$ cat src/rtl/cmp_pkg.sv
// -----------------------------------------------------------------------------
// cmp_pkg
// Shared definitions for the sequential magnitude comparator:
//   - compare codes in {G,L} form (G = A>B, L = A<B, neither = equal)
//   - FSM state encoding for cmp_seq_nibble
// -----------------------------------------------------------------------------
package cmp_pkg;

   localparam logic [1:0] CMP_EQ = 2'b00;
   localparam logic [1:0] CMP_LT = 2'b01;
   localparam logic [1:0] CMP_GT = 2'b10;

   typedef enum logic [1:0] {
      IDLE = 2'd0,
      SCAN = 2'd1,
      DONE = 2'd2
   } state_e;

endpackage : cmp_pkg

$ cat src/rtl/nibble_cmp.sv
// -----------------------------------------------------------------------------
// nibble_cmp
// Purely combinational 4-bit unsigned magnitude compare.
// Ports:
//   x    : first nibble (A side)
//   y    : second nibble (B side)
//   code : {G,L} compare code, CMP_GT / CMP_LT / CMP_EQ
// -----------------------------------------------------------------------------
module nibble_cmp
   import cmp_pkg::*;
(
   input  logic [3:0] x,
   input  logic [3:0] y,
   output logic [1:0] code
);

   always_comb begin
      code = CMP_EQ;
      if (x > y) begin
         code = CMP_GT;
      end else if (x < y) begin
         code = CMP_LT;
      end
   end

endmodule : nibble_cmp

$ cat src/rtl/cmp_seq_nibble.sv
// -----------------------------------------------------------------------------
// cmp_seq_nibble
// Sequential wide magnitude comparator. Accepts an operand pair, then scans it
// one nibble per clock from the most significant nibble down, stopping on the
// first unequal nibble. Signed compares flip bit 3 of the top nibble pair so the
// unsigned nibble compare orders two's complement values correctly.
//
// Handshake: a transfer happens on a rising clk edge where valid and ready are
// both 1. in_ready is high only in IDLE; out_valid is high only in DONE, and
// o/out_valid stay stable until the edge where out_ready is 1.
//
// Ports:
//   clk, rst   : clock, synchronous active-high reset
//   in_valid   : operand pair offered        in_ready  : pair can be accepted
//   a, b       : WIDTH-bit operands          is_signed : two's complement compare
//   out_valid  : result available            out_ready : consumer takes result
//   o          : {G,L} compare code (10 A>B, 01 A<B, 00 A==B)
// -----------------------------------------------------------------------------
module cmp_seq_nibble
   import cmp_pkg::*;
#(
   parameter int WIDTH = 16,
   parameter int NIB   = WIDTH / 4
) (
   input  logic             clk,
   input  logic             rst,
   input  logic             in_valid,
   output logic             in_ready,
   input  logic [WIDTH-1:0] a,
   input  logic [WIDTH-1:0] b,
   input  logic             is_signed,
   output logic             out_valid,
   input  logic             out_ready,
   output logic [1:0]       o
);

   localparam int            IW      = (NIB > 1) ? $clog2(NIB) : 1;
   localparam logic [IW-1:0] TOP_IDX = IW'(NIB - 1);

   state_e           state;
   logic [IW-1:0]    idx;
   logic [WIDTH-1:0] a_q;
   logic [WIDTH-1:0] b_q;
   logic             sgn_q;

   logic [3:0]       nib_a;
   logic [3:0]       nib_b;
   logic [3:0]       nib_a_adj;
   logic [3:0]       nib_b_adj;
   logic             flip;
   logic [1:0]       nib_code;

   // Nibble select by index; written as a compare loop so that non power-of-two
   // nibble counts never form an out-of-range part select.
   always_comb begin
      nib_a = 4'h0;
      nib_b = 4'h0;
      for (int i = 0; i < NIB; i++) begin
         if (idx == IW'(i)) begin
            nib_a = a_q[i*4 +: 4];
            nib_b = b_q[i*4 +: 4];
         end
      end
   end

   // Offset-binary trick: inverting the sign bit of the top nibble turns a
   // signed ordering into an unsigned one. Lower nibbles are plain magnitude.
   assign flip      = sgn_q && (idx == TOP_IDX);
   assign nib_a_adj = nib_a ^ {flip, 3'b000};
   assign nib_b_adj = nib_b ^ {flip, 3'b000};

   nibble_cmp u_nibble_cmp (
      .x    (nib_a_adj),
      .y    (nib_b_adj),
      .code (nib_code)
   );

   always_ff @(posedge clk) begin
      if (rst) begin
         state     <= IDLE;
         in_ready  <= 1'b1;
         out_valid <= 1'b0;
         o         <= CMP_EQ;
         idx       <= TOP_IDX;
         a_q       <= '0;
         b_q       <= '0;
         sgn_q     <= 1'b0;
      end else begin
         case (state)
            IDLE: begin
               if (in_valid) begin
                  a_q      <= a;
                  b_q      <= b;
                  sgn_q    <= is_signed;
                  idx      <= TOP_IDX;
                  in_ready <= 1'b0;
                  state    <= SCAN;
               end
            end
            SCAN: begin
               if (nib_code != CMP_EQ) begin
                  o         <= nib_code;
                  out_valid <= 1'b1;
                  state     <= DONE;
               end else if (idx == '0) begin
                  o         <= CMP_EQ;
                  out_valid <= 1'b1;
                  state     <= DONE;
               end else begin
                  idx <= idx - 1'b1;
               end
            end
            DONE: begin
               if (out_ready) begin
                  out_valid <= 1'b0;
                  in_ready  <= 1'b1;
                  state     <= IDLE;
               end
            end
            default: begin
               out_valid <= 1'b0;
               in_ready  <= 1'b1;
               state     <= IDLE;
            end
         endcase
      end
   end

endmodule : cmp_seq_nibble

$ cat config.mk
export PLATFORM = sky130hd
export DESIGN_NAME = cmp_seq_nibble
export DESIGN_NICKNAME = d
export VERILOG_FILES = /design/src/rtl/cmp_pkg.sv /design/src/rtl/nibble_cmp.sv /design/src/rtl/cmp_seq_nibble.sv
export SDC_FILE = /design/constraint.sdc
export NUM_CORES = 1
export LEC_CHECK = 0
export CORE_ASPECT_RATIO = 1.2
export CORE_MARGIN = 2
export CORE_UTILIZATION = 40
export CTS_CLUSTER_SIZE = 40
export DETAILED_ROUTE_END_ITERATION = 7
export GPL_TIMING_DRIVEN = 0
export HOLD_SLACK_MARGIN = 0.06
export PLACE_DENSITY_LB_ADDON = 0.1
export SLEW_MARGIN = 10
export SYNTH_ARGS = -nofsm -noshare
export SYNTH_HDL_FRONTEND = slang
export SYNTH_SLANG_ARGS = --single-unit
$ cat constraint.sdc
create_clock -name clk -period 3.05 [get_ports clk]
set_input_delay 0.7625 -clock clk [delete_from_list [all_inputs] [get_ports clk]]
set_output_delay 0.7625 -clock clk [all_outputs]
set_load 0.05 [all_outputs]
==> metrics.md <==
| Metric | Value |
|---|---|
| Outcome | finished, final reports clean |
| Max Fanout on Critical Path | 10 |
| RR Startpoint | idx[1] |
| Critical Path Max Stage Delay | 0.55 ns |
| IO Count | 41 |
| Clock Path Buffers | 2 |
| Fillers | 499 |
| Post-DP HPWL | roughly 3.3 mm |
| Total Routing Usage GR | 18.45% |
| Clock Latency Late Sink | between 0.2 and 0.3 ns |
| DRT iter0 DRCs | 82 |
| First drt pass iteration count | 4 |
| Pwr dens | 527.2 nW/um^2 |
| Slew HR | 61.13% |
| RSZ-0062 raised after global routing | false |
| WL/cell | between 10 and 15 um |
| Synthesized instance count | around 250 |
| Max Freq | 353.3 MHz |
| Max-slew violations | 0 |
| Tmin final | 2.831 ns |
| Yosys reg bits | a little over 40 |
| Core area | 4594 um^2 |
| Worst Max-Slew Pin Slew | 0.5809 ns |
| Number of global-route vias before repair | roughly 1700 |
| Hold_buf cts | 0 |
| Layout cells sized above 1 | 5.034% |
| # nets final | 342 |
| Die Height | 79.44 um |
| Row count | 27 |
| Min-delay src | a_q[2] |
| Vias per cell | about 5 |
| Synth area leader | dfxtp_1 |
| Peak supply drop | approximately 0.32 mV |
| Clock root cell | clkbuf_8 |
| Worst r2r path cells | 12 |
| Synth Net Count | between 200 and 300 |
| Synth area leaders | dfxtp_1 (43%), nand2_1 (16%), a21oi_1 (14%) |
| Core Util, Final | 53.16% |
| Grt total ovfl | 0 |
| Global-route wire length before repair | 7.431 mm |
| GPL Wtd Cong | roughly 0.76 |
| Worst reg2reg path endpoint | state[0] |
| Kind of critical path | reg -> reg |
| Ys Warns | 0 |
| Worst Skew | 0.004708 ns |
| Num CTS Buffers | 5 |
| CTS H-tree lvls | 2 |
| Ant diodes | 0 |
| R2r setup slk | between 0.2 and 0.25 ns |
| Yosys top cell area share | 43.27% |
| Crit end category | flip-flop |
| Hold EP | a_q[2] |
| Routed Antenna Nets | 0 |
| Die width | between 60 and 70 um |
| Slowest cell on the critical path | or4b_4 |
| Die area | between 5000 and 6000 um^2 |
| CP bufs+invs | 2 |
| EDFF count, synth | 0 |
| Initial antenna violation count | 0 |
| Remaining DRCs | 0 |
| Drt total wl | 4.393 mm |
| Share of synthesized registers carrying an async set or reset | 0% |
| Yosys cell types | 29 |
| Maxcap violations | 0 |
| Worst hold stages | 2 |
| Final Setup Violations | 0 |
| Static leakage | 0.9268 nW |
| Fin. Hold Viols | 0 |
| DR vias | 1739 |
| Tcrit/Tclk final | 92.81% |
| Post-cts resize count | 0 |
| Avg Cell Area, Syn | 7.527 um^2 |
| Top delay family on crit path | simple AND/OR/NAND/NOR gates |
| Sequential cell area fraction in the yosys report | 43.27% |
| Largest net degree at the start of global routing | 12 |
| CP cell instances | inv_1 > ha_1 > clkbuf_2 > nand2_1 > a21oi_1 > a21oi_1 > o21ai_0 > ha_1 > a21oi_2 > nor3b_1 > or4b_4 > a221oi_2 |
| Port buffer count | 39 |
| Sink Count | 41 |
| Worst EP arrival | 3.04 ns |
| Hold slack | approximately 0.46 ns |
| Tightest Hold Check Type | reg -> reg |
| Area delta synth->final | 28.76% |
| Design Power | 0.001288 W |
| Main synth FF type | dfxtp_1 |
| TritonCTS clock tree | yes |
| Worst-path clk slew | 0.07 ns |
| TNS Setup | 0 ns |
| CP Launch Type | flip-flop |
| Mapped Area | between 1500 and 2000 um^2 |
| Post-CTS setup buffer count | 0 |
| Starting density of the core | between 40% and 50% |
| CP Data Required Time | approximately 3.3 ns |
==> per-stage QoR <==
| stage | setup slack, ns | std cells | cell area, um^2 |
|---|---|---|---|
| floorplan | 0.4335 | 252 | 1897 |
| global placement | 0.1176 | 349 | 2360 |
| detailed placement | 0.09588 | 349 | 2360 |
| CTS | 0.07520 | 357 | 2440 |
| global route | 0.00009570 | 356 | 2442 |
| finish | 0.2192 | 356 | 2442 |
==> sequential cells by signal, indices dropped and copies added (netlist names) <==
name,flops
b_q,16
state,2
a_q,16
sgn_q,1
idx,2
out_valid,1
o,2
in_ready,1
==> area by class of cell <==
class                   count  area (um^2)  share of cell area [%]
inverters                   6        22.52                  0.9221
plain buffers              16        67.56                   2.766
flip-flops and latches     41        820.8                   33.61
multi-input cells         188        988.4                   40.47
repair buffers             39        390.4                   15.98
well taps                  58        72.57                   2.971
clock buffers               8        80.08                   3.279
==> tightest hold or removal path, delay by kind of cell, from the launching register on <==
kind | cells | cell delay [ns]
AND/OR/NAND/NOR | 1 | 0.05
AO/OA/AOI/OAI | 1 | 0.05
flip-flops | 1 | 0.31
==> report_power, final <==
| part | total [W] | switching [W] | internal (W) |
|---|---|---|---|
| Sequential | 0.000621 | 0.0000329 | 0.000588 |
| Clock | 0.000338 | 0.000175 | 0.000163 |
| Combinational | 0.000329 | 0.000187 | 0.000142 |
==> cell families (layout without fill, tap and decap cells) <==
| logic type | count (synthesis) | count (layout) | share of synthesized area (%) |
|---|---|---|---|
| buf+inv | 23 | 69 | 4.617 |
| fa+ha+maj | 8 | 8 | 5.277 |
| flops | 41 | 41 | 43.27 |
| compound gates | 75 | 75 | 21.90 |
| mux | 2 | 2 | 1.055 |
| xor+xnor | 2 | 2 | 0.9237 |
| simple gates | 101 | 101 | 22.96 |
==> synth_stat cells (2+ instances only) <==
master	number
dfxtp_1	41
nor2_1	4
nand2_1	80
clkbuf_1	16
ha_1	8
xor2_1	2
a21oi_1	53
nor3_1	3
mux2i_1	2
a22oi_1	4
nor2b_1	2
inv_1	6
o21ai_0	11
nand2b_1	2
nand3b_1	4
==> placed cells by master, fill, tap and decap left out, types with 2 or more instances in the layout <==
| master | netlist | routed |
|---|---|---|
| clkbuf_8 | 0 | 5 |
| a21oi_1 | 53 | 53 |
| nand3b_1 | 4 | 4 |
| o21ai_0 | 11 | 11 |
| ha_1 | 8 | 8 |
| clkbuf_1 | 16 | 15 |
| nor2_1 | 4 | 4 |
| a22oi_1 | 4 | 4 |
| nand2_1 | 80 | 80 |
| nor3_1 | 3 | 3 |
| dfxtp_1 | 41 | 41 |
| mux2i_1 | 2 | 2 |
| nor2b_1 | 2 | 2 |
| nand2b_1 | 2 | 2 |
| xor2_1 | 2 | 2 |
| buf_2 | 1 | 2 |
| inv_1 | 6 | 6 |
| clkdlybuf4s50_1 | 0 | 39 |
==> worst max path at each step <==
| stage | start | to | slack [ns] | cells past startpoint |
|---|---|---|---|---|
| floorplan | idx[0] | state[0] | 0.43 | 11 |
| global placement | idx[0] | state[0] | 0.12 | 11 |
| detailed placement | idx[0] | state[0] | 0.1 | 12 |
| CTS | idx[0] | state[0] | 0.08 | 12 |
| global route | idx[1] | state[0] | 0.0001 | 12 |
| finish | idx[1] | state[0] | 0.22 | 12 |
==> routing by layer <==
metal  track usage [%]  share of wire [%]  vias to the layer above
met5                 0                  0                        -
met4             6.939                1.7                        0
met3             4.513                3.8                        5
met2             30.80                 47                       29
met1             22.68                 47                      772
li1                  -                  -                      933
No activity file was read; power rests on OpenSTA's default activity.
